$ cat src/rtl/ps2_pkg.sv
// Shared constants for the PS/2 key-event controller: prefix/modifier scan codes,
// the set of receiver status bytes that carry no key information, and FSM states.
package ps2_pkg;

    localparam logic [7:0] PREFIX_EXT = 8'hE0;
    localparam logic [7:0] PREFIX_BRK = 8'hF0;
    localparam logic [7:0] LSHIFT     = 8'h12;
    localparam logic [7:0] RSHIFT     = 8'h59;
    localparam logic [7:0] CAPS       = 8'h58;

    localparam int N_IGNORE = 6;
    localparam logic [7:0] IGNORE_CODES [N_IGNORE] = '{8'h00, 8'hAA, 8'hEE, 8'hFA, 8'hFE, 8'hFF};

    typedef enum logic [1:0] {
        IDLE   = 2'd0,
        DECODE = 2'd1,
        GAP    = 2'd2
    } ps2_state_e;

    function automatic logic is_ignore_code(input logic [7:0] b);
        logic hit;
        hit = 1'b0;
        for (int i = 0; i < N_IGNORE; i++) begin
            if (b == IGNORE_CODES[i]) hit = 1'b1;
        end
        return hit;
    endfunction

endpackage

$ cat src/rtl/ps2_key_ctrl_if.sv
// Receiver FIFO handshake. Protocol: data is valid while ready is high; the consumer
// acknowledges one byte by pulling nextdata_n low for exactly one clock cycle.
interface ps2_key_ctrl_if;
    logic       ready;
    logic [7:0] data;
    logic       overflow;
    logic       nextdata_n;

    modport master (output ready, output data, output overflow, input nextdata_n);
    modport slave  (input ready, input data, input overflow, output nextdata_n);
endinterface

$ cat src/rtl/scancode_to_ascii.sv
// Combinational scan-code ROM: lower/upper glyph per make code, then picks one
// using CapsLock only for letters and Shift for everything.
module scancode_to_ascii (
    input  logic [7:0] code,
    input  logic       shift_on,
    input  logic       caps_on,
    output logic [7:0] ascii
);
    logic [7:0] lo_c;
    logic [7:0] up_c;
    logic       letter;

    always_comb begin
        lo_c = 8'h00;
        up_c = 8'h00;
        case (code)
            8'h1C: lo_c = "a";  8'h32: lo_c = "b";  8'h21: lo_c = "c";  8'h23: lo_c = "d";
            8'h24: lo_c = "e";  8'h2B: lo_c = "f";  8'h34: lo_c = "g";  8'h33: lo_c = "h";
            8'h43: lo_c = "i";  8'h3B: lo_c = "j";  8'h42: lo_c = "k";  8'h4B: lo_c = "l";
            8'h3A: lo_c = "m";  8'h31: lo_c = "n";  8'h44: lo_c = "o";  8'h4D: lo_c = "p";
            8'h15: lo_c = "q";  8'h2D: lo_c = "r";  8'h1B: lo_c = "s";  8'h2C: lo_c = "t";
            8'h3C: lo_c = "u";  8'h2A: lo_c = "v";  8'h1D: lo_c = "w";  8'h22: lo_c = "x";
            8'h35: lo_c = "y";  8'h1A: lo_c = "z";
            8'h16: begin lo_c = "1"; up_c = "!"; end
            8'h1E: begin lo_c = "2"; up_c = "@"; end
            8'h26: begin lo_c = "3"; up_c = "#"; end
            8'h25: begin lo_c = "4"; up_c = "$"; end
            8'h2E: begin lo_c = "5"; up_c = "%"; end
            8'h36: begin lo_c = "6"; up_c = "^"; end
            8'h3D: begin lo_c = "7"; up_c = "&"; end
            8'h3E: begin lo_c = "8"; up_c = "*"; end
            8'h46: begin lo_c = "9"; up_c = "("; end
            8'h45: begin lo_c = "0"; up_c = ")"; end
            8'h4E: begin lo_c = "-"; up_c = "_"; end
            8'h55: begin lo_c = "="; up_c = "+"; end
            8'h54: begin lo_c = "["; up_c = "{"; end
            8'h5B: begin lo_c = "]"; up_c = "}"; end
            8'h5D: begin lo_c = "\\"; up_c = "|"; end
            8'h4C: begin lo_c = ";"; up_c = ":"; end
            8'h52: begin lo_c = "'"; up_c = "\""; end
            8'h41: begin lo_c = ","; up_c = "<"; end
            8'h49: begin lo_c = "."; up_c = ">"; end
            8'h4A: begin lo_c = "/"; up_c = "?"; end
            8'h0E: begin lo_c = 8'h60; up_c = "~"; end
            8'h29: begin lo_c = " "; up_c = " "; end
            8'h5A: begin lo_c = 8'h0D; up_c = 8'h0D; end
            default: begin lo_c = 8'h00; up_c = 8'h00; end
        endcase
        letter = (lo_c >= "a") && (lo_c <= "z");
        // Letter upper case differs only in bit 5, so the table stores lower case only.
        if (letter) up_c = lo_c ^ 8'h20;
        if (letter) ascii = (shift_on ^ caps_on) ? up_c : lo_c;
        else        ascii = shift_on ? up_c : lo_c;
    end
endmodule

$ cat src/rtl/ps2_key_ctrl.sv
// Pops scan-code bytes from the PS/2 receiver FIFO, resolves E0/F0 prefixes and
// Shift/CapsLock, and holds the latest key code, ASCII glyph and press count.
module ps2_key_ctrl
    import ps2_pkg::*;
(
    input  logic          CLOCK,
    input  logic          CLRN,
    ps2_key_ctrl_if.slave ps2,
    output logic [7:0]    key_code,
    output logic          key_ext,
    output logic          key_pressed,
    output logic [7:0]    ascii_key,
    output logic [7:0]    key_count,
    output logic          shift_on,
    output logic          caps_on,
    output logic          overflow_err,
    output logic [1:0]    dbg_state
);
    localparam logic [1:0] S_IDLE   = IDLE;
    localparam logic [1:0] S_DECODE = DECODE;
    localparam logic [1:0] S_GAP    = GAP;

    logic [1:0] state;
    logic [7:0] byte_r;
    logic       ext_f;
    logic       brk_f;
    logic       lshift_r;
    logic       rshift_r;
    logic       nextdata_n_r;
    logic [7:0] rom_ascii;

    logic cur_match;
    logic is_lshift;
    logic is_rshift;
    logic is_caps;
    logic ignore_b;

    assign cur_match = key_pressed && ({ext_f, byte_r} == {key_ext, key_code});
    assign is_lshift = !ext_f && (byte_r == LSHIFT);
    assign is_rshift = !ext_f && (byte_r == RSHIFT);
    assign is_caps   = !ext_f && (byte_r == CAPS);
    assign ignore_b  = !ext_f && !brk_f && is_ignore_code(byte_r);

    assign shift_on       = lshift_r | rshift_r;
    assign ps2.nextdata_n = nextdata_n_r;
    assign dbg_state      = state;

    // Glyph uses the modifier state before the byte being decoded takes effect.
    scancode_to_ascii u_rom (
        .code     (byte_r),
        .shift_on (shift_on),
        .caps_on  (caps_on),
        .ascii    (rom_ascii)
    );

    always_ff @(posedge CLOCK or negedge CLRN) begin
        if (!CLRN) begin
            state        <= S_IDLE;
            byte_r       <= 8'h00;
            ext_f        <= 1'b0;
            brk_f        <= 1'b0;
            lshift_r     <= 1'b0;
            rshift_r     <= 1'b0;
            nextdata_n_r <= 1'b1;
            key_code     <= 8'h00;
            key_ext      <= 1'b0;
            key_pressed  <= 1'b0;
            ascii_key    <= 8'h00;
            key_count    <= 8'h00;
            caps_on      <= 1'b0;
            overflow_err <= 1'b0;
        end else begin
            case (state)
                S_IDLE: begin
                    if (ps2.ready) begin
                        byte_r       <= ps2.data;
                        nextdata_n_r <= 1'b0;
                        state        <= S_DECODE;
                    end
                end
                S_DECODE: begin
                    nextdata_n_r <= 1'b1;
                    state        <= S_GAP;
                    if (byte_r == PREFIX_EXT) begin
                        ext_f <= 1'b1;
                    end else if (byte_r == PREFIX_BRK) begin
                        brk_f <= 1'b1;
                    end else if (!ignore_b) begin
                        ext_f <= 1'b0;
                        brk_f <= 1'b0;
                        if (brk_f) begin
                            if (cur_match) key_pressed <= 1'b0;
                            if (is_lshift) lshift_r <= 1'b0;
                            if (is_rshift) rshift_r <= 1'b0;
                        end else begin
                            // A make matching the held key is typematic repeat.
                            if (!cur_match) begin
                                key_code    <= byte_r;
                                key_ext     <= ext_f;
                                key_pressed <= 1'b1;
                                key_count   <= key_count + 8'd1;
                                ascii_key   <= ext_f ? 8'h00 : rom_ascii;
                                if (is_caps) caps_on <= ~caps_on;
                            end
                            if (is_lshift) lshift_r <= 1'b1;
                            if (is_rshift) rshift_r <= 1'b1;
                        end
                    end
                end
                S_GAP:   state <= S_IDLE;
                default: state <= S_IDLE;
            endcase
            // Overflow drops any half-received prefix; placed last so it overrides decode.
            if (ps2.overflow) begin
                overflow_err <= 1'b1;
                ext_f        <= 1'b0;
                brk_f        <= 1'b0;
            end
        end
    end
endmodule

$ cat src/flat_wrapper.sv
// flat-port wrapper written by rule: the top's interface ports become plain ports
module ps2_key_ctrl_flat import ps2_pkg::*;
  (CLOCK, CLRN, key_code, key_ext, key_pressed, ascii_key, key_count, shift_on, caps_on, overflow_err, dbg_state, ps2_ready, ps2_data, ps2_overflow, ps2_nextdata_n);
  ps2_key_ctrl_if ps2_i ();
  input  logic CLOCK;
  input  logic CLRN;
  output logic [7:0] key_code;
  output logic key_ext;
  output logic key_pressed;
  output logic [7:0] ascii_key;
  output logic [7:0] key_count;
  output logic shift_on;
  output logic caps_on;
  output logic overflow_err;
  output logic [1:0] dbg_state;
  input wire logic [$bits(ps2_i.ready)-1:0] ps2_ready;
  input wire logic [$bits(ps2_i.data)-1:0] ps2_data;
  input wire logic [$bits(ps2_i.overflow)-1:0] ps2_overflow;
  output wire logic [$bits(ps2_i.nextdata_n)-1:0] ps2_nextdata_n;
  assign ps2_i.ready = ps2_ready;
  assign ps2_i.data = ps2_data;
  assign ps2_i.overflow = ps2_overflow;
  assign ps2_nextdata_n = ps2_i.nextdata_n;
  ps2_key_ctrl u_core (.CLOCK(CLOCK), .CLRN(CLRN), .ps2(ps2_i), .key_code(key_code), .key_ext(key_ext), .key_pressed(key_pressed), .ascii_key(ascii_key), .key_count(key_count), .shift_on(shift_on), .caps_on(caps_on), .overflow_err(overflow_err), .dbg_state(dbg_state));
endmodule
$ cat config.mk
export PLATFORM = sky130hd
export DESIGN_NAME = ps2_key_ctrl_flat
export DESIGN_NICKNAME = d
export VERILOG_FILES = /design/src/rtl/ps2_pkg.sv /design/src/rtl/ps2_key_ctrl_if.sv /design/src/rtl/scancode_to_ascii.sv /design/src/rtl/ps2_key_ctrl.sv /design/src/flat_wrapper.sv
export SDC_FILE = /design/constraint.sdc
export NUM_CORES = 1
export LEC_CHECK = 0
export ABC_AREA = 1
export BUFFER_PORTS_ARGS = -buffer_cell sky130_fd_sc_hd__buf_4
export CAP_MARGIN = 40
export CORE_ASPECT_RATIO = 1.4
export CORE_MARGIN = 10
export CORE_UTILIZATION = 55
export CTS_CLUSTER_SIZE = 12
export DETAILED_ROUTE_END_ITERATION = 16
export PLACE_DENSITY = 0.75
export RECOVER_POWER = 50
export SYNTH_ARGS = -nofsm -noshare
export SYNTH_HDL_FRONTEND = slang
export SYNTH_SLANG_ARGS = --single-unit
$ cat constraint.sdc
create_clock -name CLOCK -period 2.9 [get_ports CLOCK]
set_clock_uncertainty 0.1 [all_clocks]
set_input_delay 0.29 -clock CLOCK [delete_from_list [all_inputs] [get_ports CLOCK]]
set_output_delay 0.29 -clock CLOCK [all_outputs]
set_load 0.02 [all_outputs]
Yosys cells after proc, flatten, opt, wreduce, memory -nomap -nowiden
Cells that the tools add are included.
{ "word_totals": {"ff_bits": 43, "latch_bits": 0, "ramBits": 0, "mem_bits_ro": 0, "input_bits": 12, "out_inout_bits": 32, "elab_cells": 151, "n_memories": 0} }
{ "op_classes": {"n_addsub": 1, "n_mul": 0, "div": 0, "order_cmp": 2, "n_eq_ne": 68, "shifts": 0, "n_mux": 35, "bitwise_logic": 9, "reduce_logical": 22} }
{ "op_table": {"columns": ["op", "count"], "rows": [
  ["case mux 7 bit (49 select lines)", 1],
  ["equality test 8 x 6 -> 1 bit, second input constant", 23],
  ["case mux 7 bit (23 select lines)", 1],
  ["equality test 8 x 7 -> 1 bit, second input constant", 20],
  ["equality test 8 x 5 -> 1 bit, second input constant", 8],
  ["equality test 8 bit, second input constant", 7],
  ["two-way mux 8 bit", 5],
  ["two-way mux 1 bit", 25],
  ["AND reduction 6 bit", 2],
  ["AND reduction 5 bit", 2],
  ["equality test 9 bit", 1],
  ["adder 8 x 1 -> 8 bit, second input constant", 1],
  ["equality test 8 x 4 -> 1 bit, second input constant", 1],
  ["<= comparator 8 x 7 -> 1 bit, second input constant", 1],
  ["zero test 8 bit", 1],
  [">= comparator 7 bit, second input constant", 1],
  ["logical AND 1 bit", 7],
  ["inverter 1 bit", 7],
  ["AND reduction 7 bit", 1],
  ["!= test 2 bit, second input constant", 3],
  ["!= test 3 bit, second input constant", 2],
  ["AND reduction 3 bit", 2],
  ["case mux 2 bit (2 select lines)", 1],
  ["AND reduction 2 bit", 2],
  ["other kinds (10)", 12]
]} }

Logic depth before layout (Yosys ltp)
Gate-level depths: netlist (run 1).
{ "depth": {"ltp_word": 13, "ltp_mapped": 18, "ltp_nobuf": 17} }

Modules after synthesis
From an unflattened synthesis (run 1), not the netlist that was laid out.
{ "unflattened": {"cells_unflattened": 607, "hier_area_um2": 3565.9} }
{ "modules_own_cells": {"columns": ["module", "instances", "cells_per_inst", "area_per_inst_um2", "seq_area_each_um2"], "rows": [
  ["ps2_key_ctrl", 1, 313, 2343.5, 1077.3],
  ["scancode_to_ascii", 1, 294, 1222.4, 0.0]
]} }

Worst setup path before layout (run 1)
OpenSTA, ideal clock, no wires.
{ "synth_timing": {"path_kind": "register to register", "from": "reg u_core.byte_r[0]", "to": "reg u_core.ascii_key[4]", "setup_time_ns": 0.117, "arrival_ns": 1.836, "required_ns": 2.683, "slack_ns": 0.847, "stages_incl_launch_ff": 17, "n_path_buf": 0, "period_less_slack_ns": 2.053, "cell_sequence": "dfrtp_1 inv_1 nand2_1 nor2_1 nand2_1 nand2_1 nor2_1 nand2_1 nor2_1 nand2_1 nor2_1 nor2_2 nand2_4 nand2_4 nand2_1 nand3_1 nand2_1"} }
{ "synth_between": {"elab_chain_len": 10, "word_cells_on_any_way": 81, "classes_between": "order compare: 2; eq/ne: 57; mux: 13; bitwise: 4; reduce/logical: 5"} }
{ "synth_rtl": {"columns": ["element", "line", "text"], "rows": [
  ["from (decl)", "ps2_key_ctrl.sv:24", "logic [7:0] byte_r;"],
  ["from (signal assigned)", "ps2_key_ctrl.sv:76", "byte_r <= ps2.data;"],
  ["branches (longest 10 deep; another with <= comparator 8 x 7 -> 1 bit)", null, null],
  ["to (signal assigned)", "ps2_key_ctrl.sv:102", "ascii_key <= ext_f ? 8'h00 : rom_ascii;"],
  ["to (decl)", "ps2_key_ctrl.sv:12", "output logic [7:0] ascii_key,"]
]} }
Parallel ways; which one is timed is not known.
A chain may end at the register's enable or synchronous reset.

Final worst setup path (run 1)
{ "layout_timing": {"from": "reg u_core.byte_r[5]", "to": "reg u_core.ascii_key[0]"} }
The elaborated chain is that of the path after synthesis.

==> run summary, run 1 <==
Share of layout cells above drive strength 1 - 0.113
PnR worst setup slack - 0.282 ns
First-pass GRT wire length - 14.7 mm
Post-CTS Setup Bufs - 0
Levels on crit path - 14
Commonest non-fill, non-tap cell in the layout - nand2_1
Longest Clk Path Bufs - 2
Final hold violations - 0
Critical path's top delay family - simple AND/OR/NAND/NOR gates
Critical-path cell list - inv_1 -> nand2_1 -> nor2_2 -> nand2_1 -> o21ai_0 -> nor2_1 -> nand2_1 -> nor2_1 -> nor2_2 -> nand2_4 -> nand2_4 -> nand2_1 -> nand3_1 -> nand2_1
Final ANT Viol Nets - 0
Port bufs - 42
Pin count of the biggest net entering global routing - 43
Crit path buffers/inverters - 1
Final setup vio count - 0
Worst Setup End Kind - flip-flop
Slew @ Worst Pin - 1.00 ns
Vias in the first global route - 3,222
Clk pin slew, worst setup/hold paths - 0.08 ns
DIE AREA - 8890 um^2
Cell variety after synth - 35
HPWL after DPL - 7.30 mm
CP Max Fanout - 9
Layout area overhead - 14.0%
CTS root buffer - clkbuf_8
Clk_lat worst skew - 0.30 ns
Vias - 3,445
Max cap viols - 0
Yosys warns - 0
Die width - 82.6 um
Clk sink count - 42
Max Freq - 382 MHz
Pleak - 1.95 nW
CTS Buf Count - 5
Cells after Synth - 484
Total gr overflow - 0
PD cells - 757 nW/um^2
Critical Path Max Stage Delay - 0.44 ns
FF+latch count, synth - 42
Top cell by count, worst path - nand2_1
Average via count per standard cell - 5.78
Post-route minimum period - 2.62 ns
Period utilisation layout - 0.903
Drt first pass iters - 5
Initial detailed-routing violation count - 272
Pre-CTS setup slack - 0.378 ns
Synthesized area per cell - 6.24 um^2
Post-route total power - 2.61 mW
Final Max Slew Viols - 0
CTS tree - built
Initial Utilization - 0.577
# DRC - 0
Crit Path Category - reg -> reg
Slowest cell on crit path - dfrtp_1
R2R depth - 14
Core area - 5240 um^2
Ant. Diodes - 0
Status - completed
# resized after CTS - 0
Max VDD drop - 0.557 mV
Row count - 31
GR Util All Layers - 0.208
Post-synthesis sequential area ratio - 0.349
Post-route setup TNS - 0 ns
Hold Crit Class - in -> reg
H-tree depth - 2
CP required - 3.00 ns
Final WL - 9.29 mm
IO Pins - 44
CP Data Arrival Time - 2.72 ns
Startpoint class of the critical path - flip-flop
RSZ-0062 raised after global routing - no
Most frequent cells in the layout - nand2_1, nor2_1, dfrtp_1
Final net count - 543
WL/cell - 15.6 um
Antenna violations before repair - 0
Mapped Area - 3020 um^2
Gpl congestion - 1.03
Die Span Y - 108 um
Post-Syn Nets - 498
Slew Limit Headroom - 0.334
WHS Path Cells - 2
-- through the flow --
step	hold slack [ns]	area, um^2	util	cells
4_1_cts	0.0822	3490	0.666	596
5_1_grt	0.0792	3440	0.657	596
6_report	0.0839	3440	0.657	596
2_1_floorplan	-0.106	3020	-	484
3_5_place_dp	0.198	3390	0.648	587
3_3_place_gp	0.196	3390	0.648	587
-- where the power goes --
part	internal (mW)	switching (mW)	leakage, nW	total, mW
registers	0.761	0.188	0.535	0.949
logic	0.419	0.860	1.37	1.28
clock network	0.170	0.209	0.0452	0.379
total	1.35	1.26	1.95	2.61
-- synth_stat cells (all sizes together) --
master | number | area share
conb | 1 | 0.0012
o22ai | 1 | 0.0021
buf | 6 | 0.012
a221oi | 1 | 0.0029
nor3 | 10 | 0.017
o2111ai | 1 | 0.0029
nor4 | 1 | 0.0021
o21ai | 33 | 0.055
o211ai | 1 | 0.0025
nor2 | 99 | 0.13
clkinv | 2 | 0.0025
dfstp | 1 | 0.0087
nand4 | 8 | 0.017
xnor2 | 3 | 0.0087
nor4b | 2 | 0.0058
inv | 40 | 0.050
nand3 | 40 | 0.066
nand3b | 1 | 0.0025
or2 | 1 | 0.0021
clkbuf | 1 | 0.0012
a211oi | 1 | 0.0025
dfrtp | 41 | 0.34
a21oi | 5 | 0.0083
o31ai | 1 | 0.0025
a2111oi | 1 | 0.0029
xor2 | 6 | 0.017
ha | 2 | 0.0083
nand2 | 174 | 0.22
-- routing by layer --
metal,up-vias,routed length (um),global-route usage
li1,1632,-,-
met1,1565,3780,0.241
met2,200,4540,0.345
met3,48,517,0.0360
met4,0,450,0.122
met5,-,0,0
-- final cells by class --
| cell class | instances | area [um^2] |
|---|---|---|
| fillers | 519 | 1790 |
| well taps | 66 | 82.6 |
| inverters | 42 | 158 |
| multi-input cells | 393 | 1770 |
| flip-flops and latches | 42 | 1050 |
| clock buffers | 6 | 72.6 |
| repair buffers | 45 | 293 |
| clock inverters | 2 | 13.8 |
-- repair_timing --
item | in CTS | in global routing
hold buffers | 1 | 0
endpoints found under the setup margin | 0 | 0
hold endpoints to repair | 41 | 0
-- flip-flops by register name, indices dropped and copies added, names as in the netlist --
register               count
u_core.key_pressed         1
u_core.brk_f               1
u_core.ps2.nextdata_n      1
u_core.byte_r              8
u_core.key_code            8
u_core.overflow_err        1
u_core.dbg_state           2
u_core.lshift_r            1
u_core.key_count           8
u_core.ext_f               1
u_core.ascii_key           7
u_core.caps_on             1
u_core.key_ext             1
u_core.rshift_r            1
-- worst paths after layout --
path | from | end | slack (ns)
min in group asynchronous | CLRN | u_core.key_count[5]$_DFFE_PN0P_ | 0.59
worst max-delay path | u_core.byte_r[5]$_DFFE_PN0P_ | u_core.ascii_key[0]$_DFFE_PN0P_ | 0.28
max in group asynchronous | CLRN | u_core.key_code[1]$_DFFE_PN0P_ | 1.49
worst min register to register | u_core.ps2.nextdata_n$_DFFE_PN1P_ | u_core.ps2.nextdata_n$_DFFE_PN1P_ | 0.37
worst max register to register | u_core.byte_r[5]$_DFFE_PN0P_ | u_core.ascii_key[0]$_DFFE_PN0P_ | 0.28
worst min-delay path | ps2_overflow | u_core.ext_f$_DFFE_PN0P_ | 0.08
-- logic make-up after synthesis --
group | count (synthesis) | share of synthesized area
adder cells (fa/ha/maj) | 2 | 0.00829
other | 1 | 0.00124
AND/OR/NAND/NOR | 336 | 0.470
AO/OA/AOI/OAI | 45 | 0.0812
buffers and inverters | 49 | 0.0651
XOR/XNOR | 9 | 0.0261
flip-flops | 42 | 0.349
Note: power is estimated with default switching activity, not from simulation.
==> run 2: changes to the inputs <==
==> constraint.sdc (replaced) <==
create_clock -name CLOCK -period 3.3 [get_ports CLOCK]
set_clock_uncertainty 0.1 [all_clocks]
set_input_delay 0.33 -clock CLOCK [delete_from_list [all_inputs] [get_ports CLOCK]]
set_output_delay 0.33 -clock CLOCK [all_outputs]
set_load 0.02 [all_outputs]
==> run 2 against run 1 <==
Compared with the run above:
- utilization shrank 0.19 points
- fmax shrank 2.5%
- total power shrank 11%
- clock power shrank 7.7%
- cell area shrank 0.29%
- cell count shrank 0.34%
- the run now ends with max-capacitance violations, max-slew violations left
- global-route usage grew 1.1 points
- register-to-register slack gained 0.33 ns
==> run summary, run 2 (synthesis gave the netlist of run 1 again) <==
Status - complete, but fails checks (was completed)
Failing checks - max-capacitance violations, max-slew violations
# DRC - 0 (unchanged)
GR Util All Layers - 0.220 (was 0.208)
Port bufs - 42 (unchanged)
Critical-path cell list - inv_2 -> nor2_1 -> nand2_1 -> nor3_1 -> a21oi_1 -> nand2_1 -> nand3_1 -> nand2_1 -> nor2_4 -> nand2_2 -> nor2_1 -> xor2_1 (was inv_1 -> nand2_1 -> nor2_2 -> nand2_1 -> o21ai_0 -> nor2_1 -> nand2_1 -> nor2_1 -> nor2_2 -> nand2_4 -> nand2_4 -> nand2_1 -> nand3_1 -> nand2_1)
Slowest cell on crit path - dfrtp_1 (unchanged)
Layout area overhead - 13.7% (was 14.0%)
Period utilisation layout - 0.814 (was 0.903)
Critical path's top delay family - simple AND/OR/NAND/NOR gates (unchanged)
Max cap viols - 1 (was 0)
Final WL - 9.64 mm (was 9.29 mm)
CP Data Arrival Time - 2.76 ns (was 2.72 ns)
Post-route setup TNS - 0 ns (unchanged)
First-pass GRT wire length - 15.6 mm (was 14.7 mm)
Vias in the first global route - 3,400 (was 3,222)
Top cell by count, worst path - nand2_1 (unchanged)
RSZ-0062 raised after global routing - no (unchanged)
Total gr overflow - 0 (unchanged)
HPWL after DPL - 7.63 mm (was 7.30 mm)
Critical Path Max Stage Delay - 0.49 ns (was 0.44 ns)
Commonest non-fill, non-tap cell in the layout - nand2_1 (unchanged)
Post-route total power - 2.31 mW (was 2.61 mW)
CP required - 3.38 ns (was 3.00 ns)
Vias - 3,437 (was 3,445)
Row count - 31 (unchanged)
Final Max Slew Viols - 43 (was 0)
Pin count of the biggest net entering global routing - 43 (unchanged)
WL/cell - 16.2 um (was 15.6 um)
Slew Limit Headroom - -0.475 (was 0.334)
Initial Utilization - 0.577 (unchanged)
Clk sink count - 42 (unchanged)
Top flop regs - u_core.byte_r x8, u_core.key_code x8, u_core.key_count x8 (unchanged)
Die width - 82.6 um (unchanged)
Clk pin slew, worst setup/hold paths - 0.08 ns (about the same)
CTS Buf Count - 5 (unchanged)
H-tree depth - 2 (unchanged)
Crit Path Category - reg -> reg (unchanged)
CTS root buffer - clkbuf_8 (unchanged)
IO Pins - 44 (unchanged)
Antenna violations before repair - 0 (unchanged)
Final ANT Viol Nets - 0 (unchanged)
Hold Crit Class - in -> reg (unchanged)
CTS tree - built (unchanged)
Clk_lat worst skew - 0.31 ns (was 0.30 ns)
Core area - 5240 um^2 (unchanged)
Share of layout cells above drive strength 1 - 0.110 (was 0.113)
Final hold violations - 0 (unchanged)
Max VDD drop - 0.612 mV (was 0.557 mV)
Average via count per standard cell - 5.79 (was 5.78)
Ant. Diodes - 0 (unchanged)
Initial detailed-routing violation count - 319 (was 272)
CP Max Fanout - 33 (was 9)
Final net count - 541 (was 543)
R2r startpoint - u_core.byte_r[3]$_DFFE_PN0P_ (was u_core.byte_r[5]$_DFFE_PN0P_)
Pleak - 1.94 nW (was 1.95 nW)
Slew @ Worst Pin - 2.21 ns (was 1.00 ns)
Crit path buffers/inverters - 1 (unchanged)
Startpoint class of the critical path - flip-flop (unchanged)
DIE AREA - 8890 um^2 (unchanged)
Gpl congestion - 1.04 (was 1.03)
Die Span Y - 108 um (unchanged)
Most frequent cells in the layout - nand2_1, nor2_1, dfrtp_1 (unchanged)
Final setup vio count - 0 (unchanged)
Post-CTS Setup Bufs - 0 (unchanged)
PD cells - 673 nW/um^2 (was 757 nW/um^2)
Max Freq - 372 MHz (was 382 MHz)
Hold Path Origin - ps2_overflow (unchanged)
Longest Clk Path Bufs - 2 (unchanged)
Worst Setup SP - u_core.byte_r[3]$_DFFE_PN0P_ (was u_core.byte_r[5]$_DFFE_PN0P_)
Post-route minimum period - 2.69 ns (was 2.62 ns)
Worst Setup End Kind - flip-flop (unchanged)
Drt first pass iters - 7 (was 5)
[run 2: timing repair]
item,4_1_cts,5_1_grt
endpoints found under the hold margin,41,0
gates resized for setup,0,0
hold buffers,1,0
endpoints found under the setup margin,0,0
[run 2: worst reg2reg max path, stage by stage, from the launching register on]
cell,delay [ns]
dfrtp_1,0.49
inv_2,0.10
nor2_1,0.25
nand2_1,0.18
nor3_1,0.16
a21oi_1,0.08
nand2_1,0.09
nand3_1,0.10
nand2_1,0.14
nor2_4,0.06
nand2_2,0.46
nor2_1,0.17
xor2_1,0.18
[run 2: final timing paths]
kind / endpoint / slack [ns] / cells past startpoint
worst max register to register: u_core.key_count[3]$_DFFE_PN0P_ / 0.61 / 12
min in group asynchronous: u_core.key_count[7]$_DFFE_PN0P_ / 1.12 / 2
worst max-delay path: u_core.key_count[3]$_DFFE_PN0P_ / 0.61 / 12
worst min-delay path: u_core.ext_f$_DFFE_PN0P_ / 0.13 / 2
worst min register to register: u_core.ps2.nextdata_n$_DFFE_PN1P_ / 0.38 / 2
max in group asynchronous: u_core.byte_r[0]$_DFFE_PN0P_ / 0.71 / 2
[run 2: final cells by class]
cell class,instances,area [um^2]
Clock buffer,5,68.8
Clock inverter,3,23.8
Fill cell,524,1800
Inverter,42,158
Multi-Input combinational cell,393,1770
Sequential cell,42,1050
Tap cell,66,82.6
Timing Repair Buffer,43,277
[run 2: per-layer routing]
layer / wire (um) / GRT usage / vias up
met2: 4920 / 0.385 / 188
met1: 3580 / 0.241 / 1555
met3: 608 / 0.0360 / 59
met4: 528 / 0.119 / 0
li1: - / - / 1635
met5: 0 / 0 / -
[run 2: stage by stage]
stage | setup slack (ns) | cell area [um^2] | hold slack (ns) | utilization | instances
floorplan | 1.25 | 3020 | -0.0656 | - | 484
global placement | 0.635 | 3380 | 0.232 | 0.645 | 585
detailed placement | 0.661 | 3380 | 0.240 | 0.645 | 585
CTS | 0.642 | 3480 | 0.122 | 0.665 | 594
global route | 0.327 | 3430 | 0.130 | 0.655 | 594
finish | 0.614 | 3430 | 0.127 | 0.655 | 594
[run 2: power breakdown]
part           total (mW)  internal [mW]  leakage (nW)  switching, mW
combinational        1.12          0.365          1.36          0.758
clock               0.350          0.151        0.0408          0.198
sequential          0.836          0.669         0.535          0.167
